**src/rtl/aes_sched_if.sv**
```systemverilog
// Bundle of the client request/response lanes and the shared AES core port.
// The scheduler uses the slave view; the environment (clients plus core) uses the master view.
interface aes_sched_if #(
  parameter int DW = 128
);
  // Two client request lanes, packed {lane1, lane0}
  logic [1:0]      req_valid;
  logic [1:0]      req_ready;
  logic [3:0]      req_func;
  logic [2*DW-1:0] req_data;

  // Response lanes share one data/error bus
  logic [1:0]      rsp_valid;
  logic [1:0]      rsp_ready;
  logic [DW-1:0]   rsp_data;
  logic            rsp_err;

  // Single AES core
  logic            core_enable;
  logic [1:0]      core_func;
  logic [DW-1:0]   core_data;
  logic            core_done;
  logic [DW-1:0]   core_result;

  modport slave (
    input  req_valid, req_func, req_data, rsp_ready, core_done, core_result,
    output req_ready, rsp_valid, rsp_data, rsp_err, core_enable, core_func, core_data
  );

  modport master (
    output req_valid, req_func, req_data, rsp_ready, core_done, core_result,
    input  req_ready, rsp_valid, rsp_data, rsp_err, core_enable, core_func, core_data
  );
endinterface

```
**src/rtl/aes_sched.sv**
```systemverilog
// Two-client round-robin scheduler in front of one AES core.
// Keeps a private key per client and reloads the core key schedule only when
// the requesting client does not own the loaded key or has replaced its key.
// One request is in flight at a time; a watchdog aborts a silent core.
module aes_sched #(
  parameter int DW      = 128,
  parameter int LAT_MAX = 64
) (
  input  logic       clk,
  input  logic       rst,
  aes_sched_if.slave bus
);

  localparam int WDW = $clog2(LAT_MAX + 1);

  typedef enum logic [2:0] {
    S_IDLE    = 3'd0,
    S_LOADKEY = 3'd1,
    S_WAITKEY = 3'd2,
    S_RUN     = 3'd3,
    S_WAITRUN = 3'd4,
    S_RESP    = 3'd5
  } state_t;

  state_t               state_q,     state_d;
  logic [1:0][DW-1:0]   key_q,       key_d;
  logic [1:0]           key_vld_q,   key_vld_d;
  logic [1:0]           key_dirty_q, key_dirty_d;
  logic                 owner_q,     owner_d;
  logic                 owner_vld_q, owner_vld_d;
  logic                 rr_q,        rr_d;
  logic                 cur_q,       cur_d;
  logic [1:0]           cur_func_q,  cur_func_d;
  logic [DW-1:0]        cur_data_q,  cur_data_d;
  logic [WDW-1:0]       wd_q,        wd_d;
  logic [1:0]           rsp_valid_q, rsp_valid_d;
  logic [DW-1:0]        rsp_data_q,  rsp_data_d;
  logic                 rsp_err_q,   rsp_err_d;
  logic                 core_en_q,   core_en_d;
  logic [1:0]           core_func_q, core_func_d;
  logic [DW-1:0]        core_data_q, core_data_d;

  logic                 grant;
  logic [1:0]           req_ready_s;
  logic                 hs;
  logic [1:0]           func_g;
  logic [DW-1:0]        data_g;

  function automatic logic [1:0] onehot2(input logic idx);
    return idx ? 2'b10 : 2'b01;
  endfunction

  // Arbitration: pick the single valid client, or the rr pointer when both ask
  always_comb begin
    grant       = 1'b0;
    req_ready_s = 2'b00;
    if (bus.req_valid == 2'b11) begin
      grant = rr_q;
    end else begin
      grant = bus.req_valid[1];
    end
    if (rst && (state_q == S_IDLE) && (bus.req_valid != 2'b00)) begin
      req_ready_s = onehot2(grant);
    end else begin
      req_ready_s = 2'b00;
    end
  end

  assign hs     = |(req_ready_s & bus.req_valid);
  assign func_g = grant ? bus.req_func[3:2] : bus.req_func[1:0];
  assign data_g = grant ? bus.req_data[2*DW-1:DW] : bus.req_data[DW-1:0];

  // Next-state and registered-output computation for the scheduler FSM
  always_comb begin
    state_d     = state_q;
    key_d       = key_q;
    key_vld_d   = key_vld_q;
    key_dirty_d = key_dirty_q;
    owner_d     = owner_q;
    owner_vld_d = owner_vld_q;
    rr_d        = rr_q;
    cur_d       = cur_q;
    cur_func_d  = cur_func_q;
    cur_data_d  = cur_data_q;
    wd_d        = wd_q;
    rsp_valid_d = rsp_valid_q;
    rsp_data_d  = rsp_data_q;
    rsp_err_d   = rsp_err_q;
    core_en_d   = 1'b0;
    core_func_d = 2'b00;
    core_data_d = '0;

    case (state_q)
      S_IDLE: begin
        if (hs) begin
          rr_d = ~grant;
          case (func_g)
            2'd1: begin
              // New key; dirty forces a reload even if this client owns the core
              key_d[grant]       = data_g;
              key_vld_d[grant]   = 1'b1;
              key_dirty_d[grant] = 1'b1;
            end
            2'd2, 2'd3: begin
              cur_d      = grant;
              cur_func_d = func_g;
              cur_data_d = data_g;
              if (!key_vld_q[grant]) begin
                state_d     = S_RESP;
                rsp_valid_d = onehot2(grant);
                rsp_err_d   = 1'b1;
                rsp_data_d  = '0;
              end else if (!owner_vld_q || (owner_q != grant) || key_dirty_q[grant]) begin
                state_d     = S_LOADKEY;
                core_en_d   = 1'b1;
                core_func_d = 2'd1;
                core_data_d = key_q[grant];
              end else begin
                state_d     = S_RUN;
                core_en_d   = 1'b1;
                core_func_d = func_g;
                core_data_d = data_g;
              end
            end
            default: begin
              // Reserved function: accepted and dropped
              state_d = S_IDLE;
            end
          endcase
        end else begin
          state_d = S_IDLE;
        end
      end

      S_LOADKEY: begin
        state_d = S_WAITKEY;
        wd_d    = '0;
      end

      S_WAITKEY: begin
        if (bus.core_done) begin
          owner_d             = cur_q;
          owner_vld_d         = 1'b1;
          key_dirty_d[cur_q]  = 1'b0;
          state_d             = S_RUN;
          core_en_d           = 1'b1;
          core_func_d         = cur_func_q;
          core_data_d         = cur_data_q;
        end else if (wd_q == WDW'(LAT_MAX - 1)) begin
          state_d     = S_RESP;
          owner_vld_d = 1'b0;
          rsp_valid_d = onehot2(cur_q);
          rsp_err_d   = 1'b1;
          rsp_data_d  = '0;
        end else begin
          wd_d = wd_q + WDW'(1);
        end
      end

      S_RUN: begin
        state_d = S_WAITRUN;
        wd_d    = '0;
      end

      S_WAITRUN: begin
        if (bus.core_done) begin
          state_d     = S_RESP;
          rsp_valid_d = onehot2(cur_q);
          rsp_err_d   = 1'b0;
          rsp_data_d  = bus.core_result;
        end else if (wd_q == WDW'(LAT_MAX - 1)) begin
          // Core state unknown after an abort: force the next request to reload
          state_d     = S_RESP;
          owner_vld_d = 1'b0;
          rsp_valid_d = onehot2(cur_q);
          rsp_err_d   = 1'b1;
          rsp_data_d  = '0;
        end else begin
          wd_d = wd_q + WDW'(1);
        end
      end

      S_RESP: begin
        if (bus.rsp_ready[cur_q]) begin
          state_d     = S_IDLE;
          rsp_valid_d = 2'b00;
          rsp_err_d   = 1'b0;
          rsp_data_d  = '0;
        end else begin
          state_d = S_RESP;
        end
      end

      default: begin
        state_d = S_IDLE;
      end
    endcase
  end

  // State and output registers; reset drops all keys and any in-flight work
  always_ff @(posedge clk or negedge rst) begin
    if (!rst) begin
      state_q     <= S_IDLE;
      key_q       <= '0;
      key_vld_q   <= 2'b00;
      key_dirty_q <= 2'b00;
      owner_q     <= 1'b0;
      owner_vld_q <= 1'b0;
      rr_q        <= 1'b0;
      cur_q       <= 1'b0;
      cur_func_q  <= 2'b00;
      cur_data_q  <= '0;
      wd_q        <= '0;
      rsp_valid_q <= 2'b00;
      rsp_data_q  <= '0;
      rsp_err_q   <= 1'b0;
      core_en_q   <= 1'b0;
      core_func_q <= 2'b00;
      core_data_q <= '0;
    end else begin
      state_q     <= state_d;
      key_q       <= key_d;
      key_vld_q   <= key_vld_d;
      key_dirty_q <= key_dirty_d;
      owner_q     <= owner_d;
      owner_vld_q <= owner_vld_d;
      rr_q        <= rr_d;
      cur_q       <= cur_d;
      cur_func_q  <= cur_func_d;
      cur_data_q  <= cur_data_d;
      wd_q        <= wd_d;
      rsp_valid_q <= rsp_valid_d;
      rsp_data_q  <= rsp_data_d;
      rsp_err_q   <= rsp_err_d;
      core_en_q   <= core_en_d;
      core_func_q <= core_func_d;
      core_data_q <= core_data_d;
    end
  end

  assign bus.req_ready   = req_ready_s;
  assign bus.rsp_valid   = rsp_valid_q;
  assign bus.rsp_data    = rsp_data_q;
  assign bus.rsp_err     = rsp_err_q;
  assign bus.core_enable = core_en_q;
  assign bus.core_func   = core_func_q;
  assign bus.core_data   = core_data_q;

endmodule

```
**src/flat_wrapper.sv**
```systemverilog
// flat-port wrapper written by rule: the top's interface ports become plain ports
module aes_sched_flat 
#(
  parameter int DW      = 128,
  parameter int LAT_MAX = 64
)
  (clk, rst, bus_req_valid, bus_req_func, bus_req_data, bus_rsp_ready, bus_core_done, bus_core_result, bus_req_ready, bus_rsp_valid, bus_rsp_data, bus_rsp_err, bus_core_enable, bus_core_func, bus_core_data);
  aes_sched_if #(.DW(DW)) bus_i ();
  input  logic clk;
  input  logic rst;
  input wire logic [$bits(bus_i.req_valid)-1:0] bus_req_valid;
  input wire logic [$bits(bus_i.req_func)-1:0] bus_req_func;
  input wire logic [$bits(bus_i.req_data)-1:0] bus_req_data;
  input wire logic [$bits(bus_i.rsp_ready)-1:0] bus_rsp_ready;
  input wire logic [$bits(bus_i.core_done)-1:0] bus_core_done;
  input wire logic [$bits(bus_i.core_result)-1:0] bus_core_result;
  output wire logic [$bits(bus_i.req_ready)-1:0] bus_req_ready;
  output wire logic [$bits(bus_i.rsp_valid)-1:0] bus_rsp_valid;
  output wire logic [$bits(bus_i.rsp_data)-1:0] bus_rsp_data;
  output wire logic [$bits(bus_i.rsp_err)-1:0] bus_rsp_err;
  output wire logic [$bits(bus_i.core_enable)-1:0] bus_core_enable;
  output wire logic [$bits(bus_i.core_func)-1:0] bus_core_func;
  output wire logic [$bits(bus_i.core_data)-1:0] bus_core_data;
  assign bus_i.req_valid = bus_req_valid;
  assign bus_i.req_func = bus_req_func;
  assign bus_i.req_data = bus_req_data;
  assign bus_i.rsp_ready = bus_rsp_ready;
  assign bus_i.core_done = bus_core_done;
  assign bus_i.core_result = bus_core_result;
  assign bus_req_ready = bus_i.req_ready;
  assign bus_rsp_valid = bus_i.rsp_valid;
  assign bus_rsp_data = bus_i.rsp_data;
  assign bus_rsp_err = bus_i.rsp_err;
  assign bus_core_enable = bus_i.core_enable;
  assign bus_core_func = bus_i.core_func;
  assign bus_core_data = bus_i.core_data;
  aes_sched #(.DW(DW), .LAT_MAX(LAT_MAX)) u_core (.clk(clk), .rst(rst), .bus(bus_i));
endmodule
```
**config.mk**
```make
export PLATFORM = sky130hd
export DESIGN_NAME = aes_sched_flat
export DESIGN_NICKNAME = d
export VERILOG_FILES = /design/src/rtl/aes_sched_if.sv /design/src/rtl/aes_sched.sv /design/src/flat_wrapper.sv
export SDC_FILE = /design/constraint.sdc
export NUM_CORES = 1
export LEC_CHECK = 0
export ABC_AREA = 1
export CORE_ASPECT_RATIO = 1.5
export CORE_UTILIZATION = 47
export DETAILED_ROUTE_END_ITERATION = 10
export GPL_TIMING_DRIVEN = 0
export PLACE_DENSITY = 0.81
export SYNTH_ARGS = -nofsm -noshare
export SYNTH_HDL_FRONTEND = slang
export SYNTH_SLANG_ARGS = --single-unit
```
**constraint.sdc**
```tcl
create_clock -name clk -period 2.56 [get_ports clk]
set_input_delay 0.384 -clock clk [delete_from_list [all_inputs] [get_ports clk]]
set_output_delay 0.384 -clock clk [all_outputs]
set_load 0.01 [all_outputs]
```
Yosys cells after proc, flatten, opt, wreduce, memory -nomap -nowiden

Index checks and enable logic that the tools add are counted.
Widths: inputs -> output; s select.

Bits in registers: 666
Input bits: 395
Output and inout bits: 264
Word-level logic and storage cells: 158

Add/sub/neg operators: 1
Order comparisons: 4
Equality and inequality tests: 22
Mux-type cells: 82
Bitwise logic cells: 6
Reduce and logical (&&, ||, !) cells: 25

Operators by type and width:

| kind                | number |
|---|---|
| $mux 128            | 16 |
| $pmux 128 s4        | 1 |
| $bwmux 256          | 1 |
| $pmux 128 s2        | 1 |
| $demux 128 s1       | 1 |
| $mux 2              | 20 |
| $mux 1              | 23 |
| $mux 3              | 6 |
| $pmux 3 s6          | 1 |
| $ne 2x2->1 const B  | 8 |
| $mux 7              | 2 |
| $pmux 7 s2          | 1 |
| $reduce_and 3->1    | 3 |
| $pmux 2 s2          | 2 |
| $pmux 2 s4          | 1 |
| $reduce_bool 2->1   | 4 |
| $reduce_or 2->1     | 4 |
| $add 7x1->7 const B | 1 |
| $eq 7x6->1 const B  | 1 |
| $eq 2x2->1 const B  | 3 |
| $eq 3x2->1 const B  | 2 |
| $eq 3x3->1 const B  | 2 |
| $pmux 3 s2          | 1 |
| $reduce_and 2->1    | 3 |
| 21 further kinds    | 32 |

Logic depth before layout (Yosys ltp)

Gate-level depths: netlist of run 1.

Depth in word-level cells: 10
Gate-level depth with buffers: 13
Mapped depth without buffers: 10

Worst setup path before layout of run 1

Ideal clock, no wire load.

Path kind: register to register
Start: register u_core.wd_q[0]
End: register u_core.rsp_data_q[15] (netlist: u_core.bus.rsp_data[15])
Setup time: 65 ps
Data arrival time: 1,675 ps
Required time: 2,495 ps
Setup slack: 820 ps
Stages on the path, launching flop included: 12
Clock period less this slack: 1,740 ps
Cells stage by stage: dfrtp_1 -> ha_1 -> nand2_1 -> nor2_1 -> nand2_1 -> buf_2 -> buf_2 -> buf_1 -> nand3_1 -> nand2_1 -> nand2_1 -> nand2_1

Word-level cells in the longest chain between the ends: 4
Elaborated cells on any way between the ends: 5

RTL lines:

| what                        | line                               | RTL |
|---|---|---|
| start: declaration          | aes_sched.sv:35                    | `logic [WDW-1:0] wd_q, wd_d;` |
| start signal: assignment    | aes_sched.sv:231                   | `wd_q <= wd_d;` |
| $eq 7x6->1 (*)              | aes_sched.sv:149, aes_sched.sv:171 |  |
| $mux 128 (*)                | n/a                                |  |
| $mux 128 (on tied branches) | n/a                                |  |
| $pmux 128 s4 (*)            | n/a                                |  |
| end signal: assignment      | aes_sched.sv:233                   | `rsp_data_q <= rsp_data_d;` |
| end: declaration            | aes_sched.sv:37                    | `logic [DW-1:0] rsp_data_q, rsp_data_d;` |

Mark *: on every way between the ends. The rest lies on a longest branch, timed or not. The select of a mux whose other input is x is not followed.
A chain may end at the register's enable or synchronous reset.

Final worst setup path of run 1

Start: register u_core.state_q[2]
End: output bus_req_ready[0]

Word-level cells in the longest chain between the ends: 4

RTL lines:

| what                           | line               | RTL |
|---|---|---|
| start: declaration             | aes_sched.sv:25    | `state_t state_q, state_d;` |
| start signal: assignment       | aes_sched.sv:221   | `state_q <= state_d;` |
| $logic_not 3->1                | aes_sched.sv:62    | `if (rst && (state_q == S_IDLE) && (bus.req_valid != 2'b00)) begin` |
| $logic_and 1x1->1 (2 in a row) | aes_sched.sv:62    |  |
| $mux 2                         | aes_sched.sv:62    |  |
| end: declaration               | flat_wrapper.sv:17 | `output wire logic [$bits(bus_i.req_ready)-1:0] bus_req_ready;` |

No other way between the ends.

==> results.toml, run 1 <==
[layout]
drive_gt1_share_pct = 9.29
layout_common_cells = "nand2_1, nand3_1, dfrtp_1"
nets = 5798
fin_cells = 6368
n_fill_cell = 6312
final_common_cell = "nand2_1"
multi_input_area_um2 = 14700
stdcell_area_um2 = 44500
register_area_um2 = 16700
syn2layout_area_growth_pct = 30.4

[run_status]
violations = "negative hold slack"
status = "complete, but fails checks"

[pwr]
power.density_nw_per_um2 = 1040
vdd_drop_max_v = 0.000631
power_leakage_nw = 22.8

[worst_setup_path]
worst_ep_arrival_time_ns = 2.12
end_kind = "primary output"
crit_start = "u_core.state_q[2]"
critPathMaxStageDelay_ns = 0.44
path_cells = "inv_2 -> nand2_2 -> nor2_4 -> nand3b_4 -> nor2_2 -> dlygate4sd2_1"
critPathTopFamily = "simple AND/OR/NAND/NOR gates"
crit_type = "reg -> out"
worst-path-buf-inv = 2
crit_path_start_kind = "register"
cp_max_fo = 6
critical_path_required_ns = 2.18
slowest_stage = "dfrtp_1"
timing.rr.start = "u_core.state_q[1]"

[placement]
post-dp-hpwl_um = 91500
dp.cells = 6239
gp_congestion = 0.964
placed_cell_area_um2 = 42000
preCtsSetupSlack_ns = -1.27
port-buffer-count = 658

[sta]
min_period_ns = 2.51
slew_headroom_pct = 34.2
fin_tns_setup_ns = 0
tightest_slew_ns = 0.988
maxSlewViolCount = 0
whs_ns = -0.0231
setup_ws_ns = 0.0529
rsz0062_at_grt = "no"
finalClockSkew_ns = 0.0214
period_share_pct = 97.9
max_freq_mhz = 399
hold_violations = 8
setup_violations = 0

[drt]
wl_um = 125000
dr_total_vias = 34546
postRouteAntennaNets = 0
vias_per_cell = 5.42
drc = 0
first_iter_violations = 2950
wl_per_cell_um = 19.6
first_pass_iters = 6

[yosys]
synth-warning-count = 0
yosysSeqAreaShare_pct = 48.8
ys_ff_latch = 666
syn_inst = 4661
yosys.cell_types.count = 33
synth.avg_cell_area_um2 = 7.32
synth-main-ff-cell = "dfrtp_1"
async_flop_share_pct = 100
synth_edf_count = 0
synth_fp_nets = 5057
synth.cell_area_um2 = 34100

[die]
core_area_um2 = 71600
die_area_um2 = 73700
dieWidth_um = 222
dieHeight_um = 332
initial_core_util_pct = 47.7
rows = 120
ios = 659

[clock_tree]
clk_pin_slew_worst_paths_ns = 0.06
cts-buffers-inserted = 66
cts_tree = "yes"
htreeDepth = 3
clkSinkCount = 666
clk_path_buf_depth = 3
cts-root-buf = "clkbuf_16"
clk_latency_ns = 0.62

[flow_run]
maxCapViolations = 0

[global_routing]
antenna_found_initial = 5
grtUsageTotal_pct = 33.5
grt_pass1_wl_um = 191000
grt_pass1_vias = 33359
grt_max_degree = 127
overflow = 0

[worst_hold_path]
hp-class = "in -> async"
## path summary, 6_finish.rpt
kind,to,slack (ns),cells past startpoint
max,bus_req_ready[0],0.05,6
min,u_core.key_q[102],-0.02,3
max in group asynchronous,u_core.cur_data_q[45],1.38,4
min reg2reg,u_core.cur_func_q[1],0.45,2
max reg2reg,u_core.bus.core_data[87],0.10,7
min in group clk,u_core.cur_func_q[1],0.45,2
## power by group
part	total (W)	switching [W]	internal (W)	leakage, nW
logic	0.0192	0.0117	0.00750	12.8
registers	0.0168	0.00259	0.0142	8.93
clock network	0.0101	0.00429	0.00579	1.06
total	0.0461	0.0186	0.0275	22.8
## registers in the layout, indices dropped and copies added (netlist names), 2 cells and up
name	flops
u_core.bus.core_data	128
u_core.bus.rsp_data	128
u_core.key_q	256
u_core.cur_data_q	128
u_core.bus.rsp_valid	2
u_core.key_dirty_q	2
u_core.cur_func_q	2
u_core.bus.core_func	2
u_core.key_vld_q	2
u_core.wd_q	7
u_core.state_q	3
## cells in the mapped netlist, types with 7 or more instances
library cell | count | area, um2
o21ai_0 | 187 | 936
inv_2 | 15 | 56.3
nand2_1 | 1985 | 7450
or2_2 | 128 | 801
buf_6 | 14 | 158
nand4_1 | 131 | 820
buf_1 | 10 | 37.5
nand3_1 | 667 | 3340
buf_2 | 203 | 1020
nor2_1 | 21 | 78.8
a21oi_1 | 7 | 35.0
clkbuf_1 | 120 | 450
inv_1 | 267 | 1000
o21ai_1 | 212 | 1060
dfrtp_1 | 666 | 16700
## final cells by class
| class | instances | area share [%] |
|---|---|---|
| clock buffer | 93 | 4.26 |
| buffer | 352 | 3.94 |
| sequential | 666 | 37.4 |
| antenna | 4 | 0.0225 |
| timing repair buffer | 674 | 15.7 |
| multi-input combinational | 3358 | 33.0 |
| clock inverter | 22 | 0.624 |
| inverter | 284 | 2.40 |
| tap | 915 | 2.57 |
## through the flow
step | util [%] | power (W)
after floorplan | - | 0.0267
after global placement | 58.5 | 0.0353
after detailed placement | 58.7 | 0.0358
after CTS | 62.1 | 0.0460
after global routing | 62.2 | 0.0487
final | 62.2 | 0.0461
## kinds of logic (layout without fill, tap and decap cells)
group	Yosys count	after routing	share of synthesized area, %
adder cells (fa/ha/maj)	1	1	0.0366
flip-flops	666	666	48.8
buffers and inverters	637	1425	8.12
AND/OR/NAND/NOR	2945	2945	36.9
multiplexers	1	1	0.0293
XOR/XNOR	1	1	0.0257
AO/OA/AOI/OAI	410	410	6.05
other	0	4	0
## routing by layer
metal / share of wire, % / global-route usage, % / vias to the layer above
li1: - / - / 16369
met1: 35 / 36.5 / 16194
met2: 50 / 58.0 / 1605
met3: 8.4 / 7.52 / 376
met4: 7.1 / 22.5 / 2
met5: 0.010 / 0 / -
## worst register-to-register path: cells and delay by family (launching register included)
| family | cells | cell delay (ns) |
|---|---|---|
| flip-flops | 1 | 0.32 |
| AND/OR/NAND/NOR | 4 | 0.85 |
| buffers and inverters | 3 | 1.20 |
## what timing repair did
action,CTS,global route
setup endpoints to repair,628,30
setup buffers,0,0
hold buffers,8,0
resized for setup,21,18
gates cloned,3,0
hold endpoints to repair,95,0
(Power assumes the default switching activity.)
==> run 2: changes to the inputs <==
CORE_UTILIZATION = 36   (was 47)
PLACE_DENSITY = 0.67   (was 0.81)
==> run 2 against run 1 <==
  * Die area increased by 30%
  * Largest cell class unchanged
  * Global-route usage decreased by 6.7 points
  * Wire length increased by 4.6%
  * Register-to-register slack got worse by 0.06 ns
  * Clock-buffer cell count increased by 5
  * First-iteration DRC count decreased by 4.8%
  * Total power increased by 0.99%
  * Flip-flop and latch count unchanged
  * Clock skew decreased by 0.0025 ns
  * Sequential share of layout area decreased by 0.43 points
  * Core utilization decreased by 14 points
  * The run now ends clean
  * Critical path depth increased by 6
==> results.toml, run 2 (synthesis results as in run 1) <==
[sta]
setup_violations = 0
min_period_ns = 2.52
tightest_slew_ns = 1.11
finalClockSkew_ns = 0.0188
slew_headroom_pct = 25.8
whs_ns = 0.0237
hold_violations = 0
max_freq_mhz = 396
maxSlewViolCount = 0
period_share_pct = 98.6

[placement]
post-dp-hpwl_um = 97100
gp_congestion = 0.919
placed_cell_area_um2 = 42500
port-buffer-count = 658

[run_status]
status = "completed"

[die]
dieHeight_um = 379
core_area_um2 = 94100
ios = 659
die_area_um2 = 96100
dieWidth_um = 253
initial_core_util_pct = 36.3
rows = 138

[worst_setup_path]
critical_path_required_ns = 3.13
critPathTopFamily = "buffers and inverters"
path_cells = "inv_2 -> nand2_4 -> nand2_4 -> buf_12 -> buf_12 -> buf_12 -> buf_12 -> o21ai_0 -> inv_1 -> nand3_1 -> nand3_1 -> nand2_1"
crit_path_start_kind = "register"
cp_common_cell = "buf_12"
rr_worst_depth = 12
crit_cells = 12
worst-path-buf-inv = 6
slowest_stage = "o21ai_0"
cp_max_fo = 10
end_kind = "register"
critPathMaxStageDelay_ns = 0.82
worst_ep_arrival_time_ns = 3.09
crit_type = "reg -> reg"

[clock_tree]
clk_path_buf_depth = 3
cts-buffers-inserted = 70
htreeDepth = 3
clkSinkCount = 666
clk_latency_ns = 0.66
cts-root-buf = "clkbuf_16"
cts_tree = "yes"
clk_pin_slew_worst_paths_ns = 0.06

[layout]
layout_common_cells = "nand2_1, nand3_1, dfrtp_1"
stdcell_area_um2 = 45000
largest_register = "u_core.key_q"
drive_gt1_share_pct = 9.51
largest_register_ffs = 256
nets = 5805
final_common_cell = "nand2_1"
syn2layout_area_growth_pct = 31.9

[pwr]
vdd_drop_max_v = 0.000523
power.density_nw_per_um2 = 1030
power_leakage_nw = 22.8

[drt]
dr_total_vias = 34088
postRouteAntennaNets = 0
first_pass_iters = 6
first_iter_violations = 2807
wl_per_cell_um = 19.4
vias_per_cell = 5.07
wl_um = 130000
drc = 0

[global_routing]
grtUsageTotal_pct = 26.8
grt_pass1_vias = 32792
overflow = 0
grt_pass1_wl_um = 196000
antenna_found_initial = 6
grt_max_degree = 119

[flow_run]
maxCapViolations = 0

[worst_hold_path]
hp-class = "in -> async"
## run 2: worst paths after layout
check | startpoint | endpoint | slack [ns]
worst max register to register | u_core.rr_q | u_core.bus.core_data[124] | 0.04
min in group clk | bus_req_data[187] | u_core.key_q[187] | 0.43
max in group asynchronous | rst | u_core.key_q[158] | 0.47
worst max-delay path | u_core.rr_q | u_core.bus.core_data[124] | 0.04
worst min-delay path | rst | u_core.owner_vld_q | 0.02
worst min register to register | u_core.key_vld_q[0] | u_core.key_vld_q[0] | 0.45
## run 2: stage by stage
stage	worst slack [ns]	cells	TNS [ns]	power, W	util (%)
floorplan	0.820	4661	0	0.0267	-
global placement	-30.16	6579	-	0.0358	44.9
detailed placement	-0.987	6585	-372.98	0.0361	45.1
CTS	-0.174	6716	-0.456	0.0467	47.8
global route	-0.000409	6721	-0.000409	0.0495	47.9
finish	0.0369	6721	0	0.0466	47.9
## run 2: area by class of cell
class | instances | area [um2]
Tap cell | 1260 | 1580
Clock buffer | 98 | 2010
Sequential cell | 666 | 16700
Fill cell | 9285 | 49100
Timing Repair Buffer | 676 | 6950
Buffer | 353 | 1780
Inverter | 284 | 1070
Antenna cell | 1 | 2.50
Multi-Input combinational cell | 3358 | 14700
Clock inverter | 25 | 273
## run 2: worst reg2reg max path, cell delays in order, from the launching register on
cell,delay [ns]
dfrtp_1,0.33
inv_2,0.05
nand2_4,0.07
nand2_4,0.08
buf_12,0.17
buf_12,0.17
buf_12,0.14
buf_12,0.13
o21ai_0,0.82
inv_1,0.19
nand3_1,0.12
nand3_1,0.08
nand2_1,0.11
## run 2: per-layer routing
layer,track usage [%],wire [um],up-vias
li1,-,-,16361
met5,0,24,-
met4,13.8,6740,4
met3,6.04,10300,280
met2,47.4,65400,1359
met1,30.0,47800,16084
## run 2: repair_timing
item / CTS / global route
gates cloned: 2 / 0
setup endpoints to repair: 251 / 132
resized for setup: 22 / 30
hold buffers: 6 / 0
hold endpoints to repair: 88 / 0
buffers inserted: 0 / 4
## run 2: report_power, final
group | leakage (nW) | total, W | internal [W] | switching, W
registers | 8.93 | 0.0168 | 0.0142 | 0.00254
clock network | 1.13 | 0.0104 | 0.00583 | 0.00457
logic | 12.7 | 0.0194 | 0.00752 | 0.0119
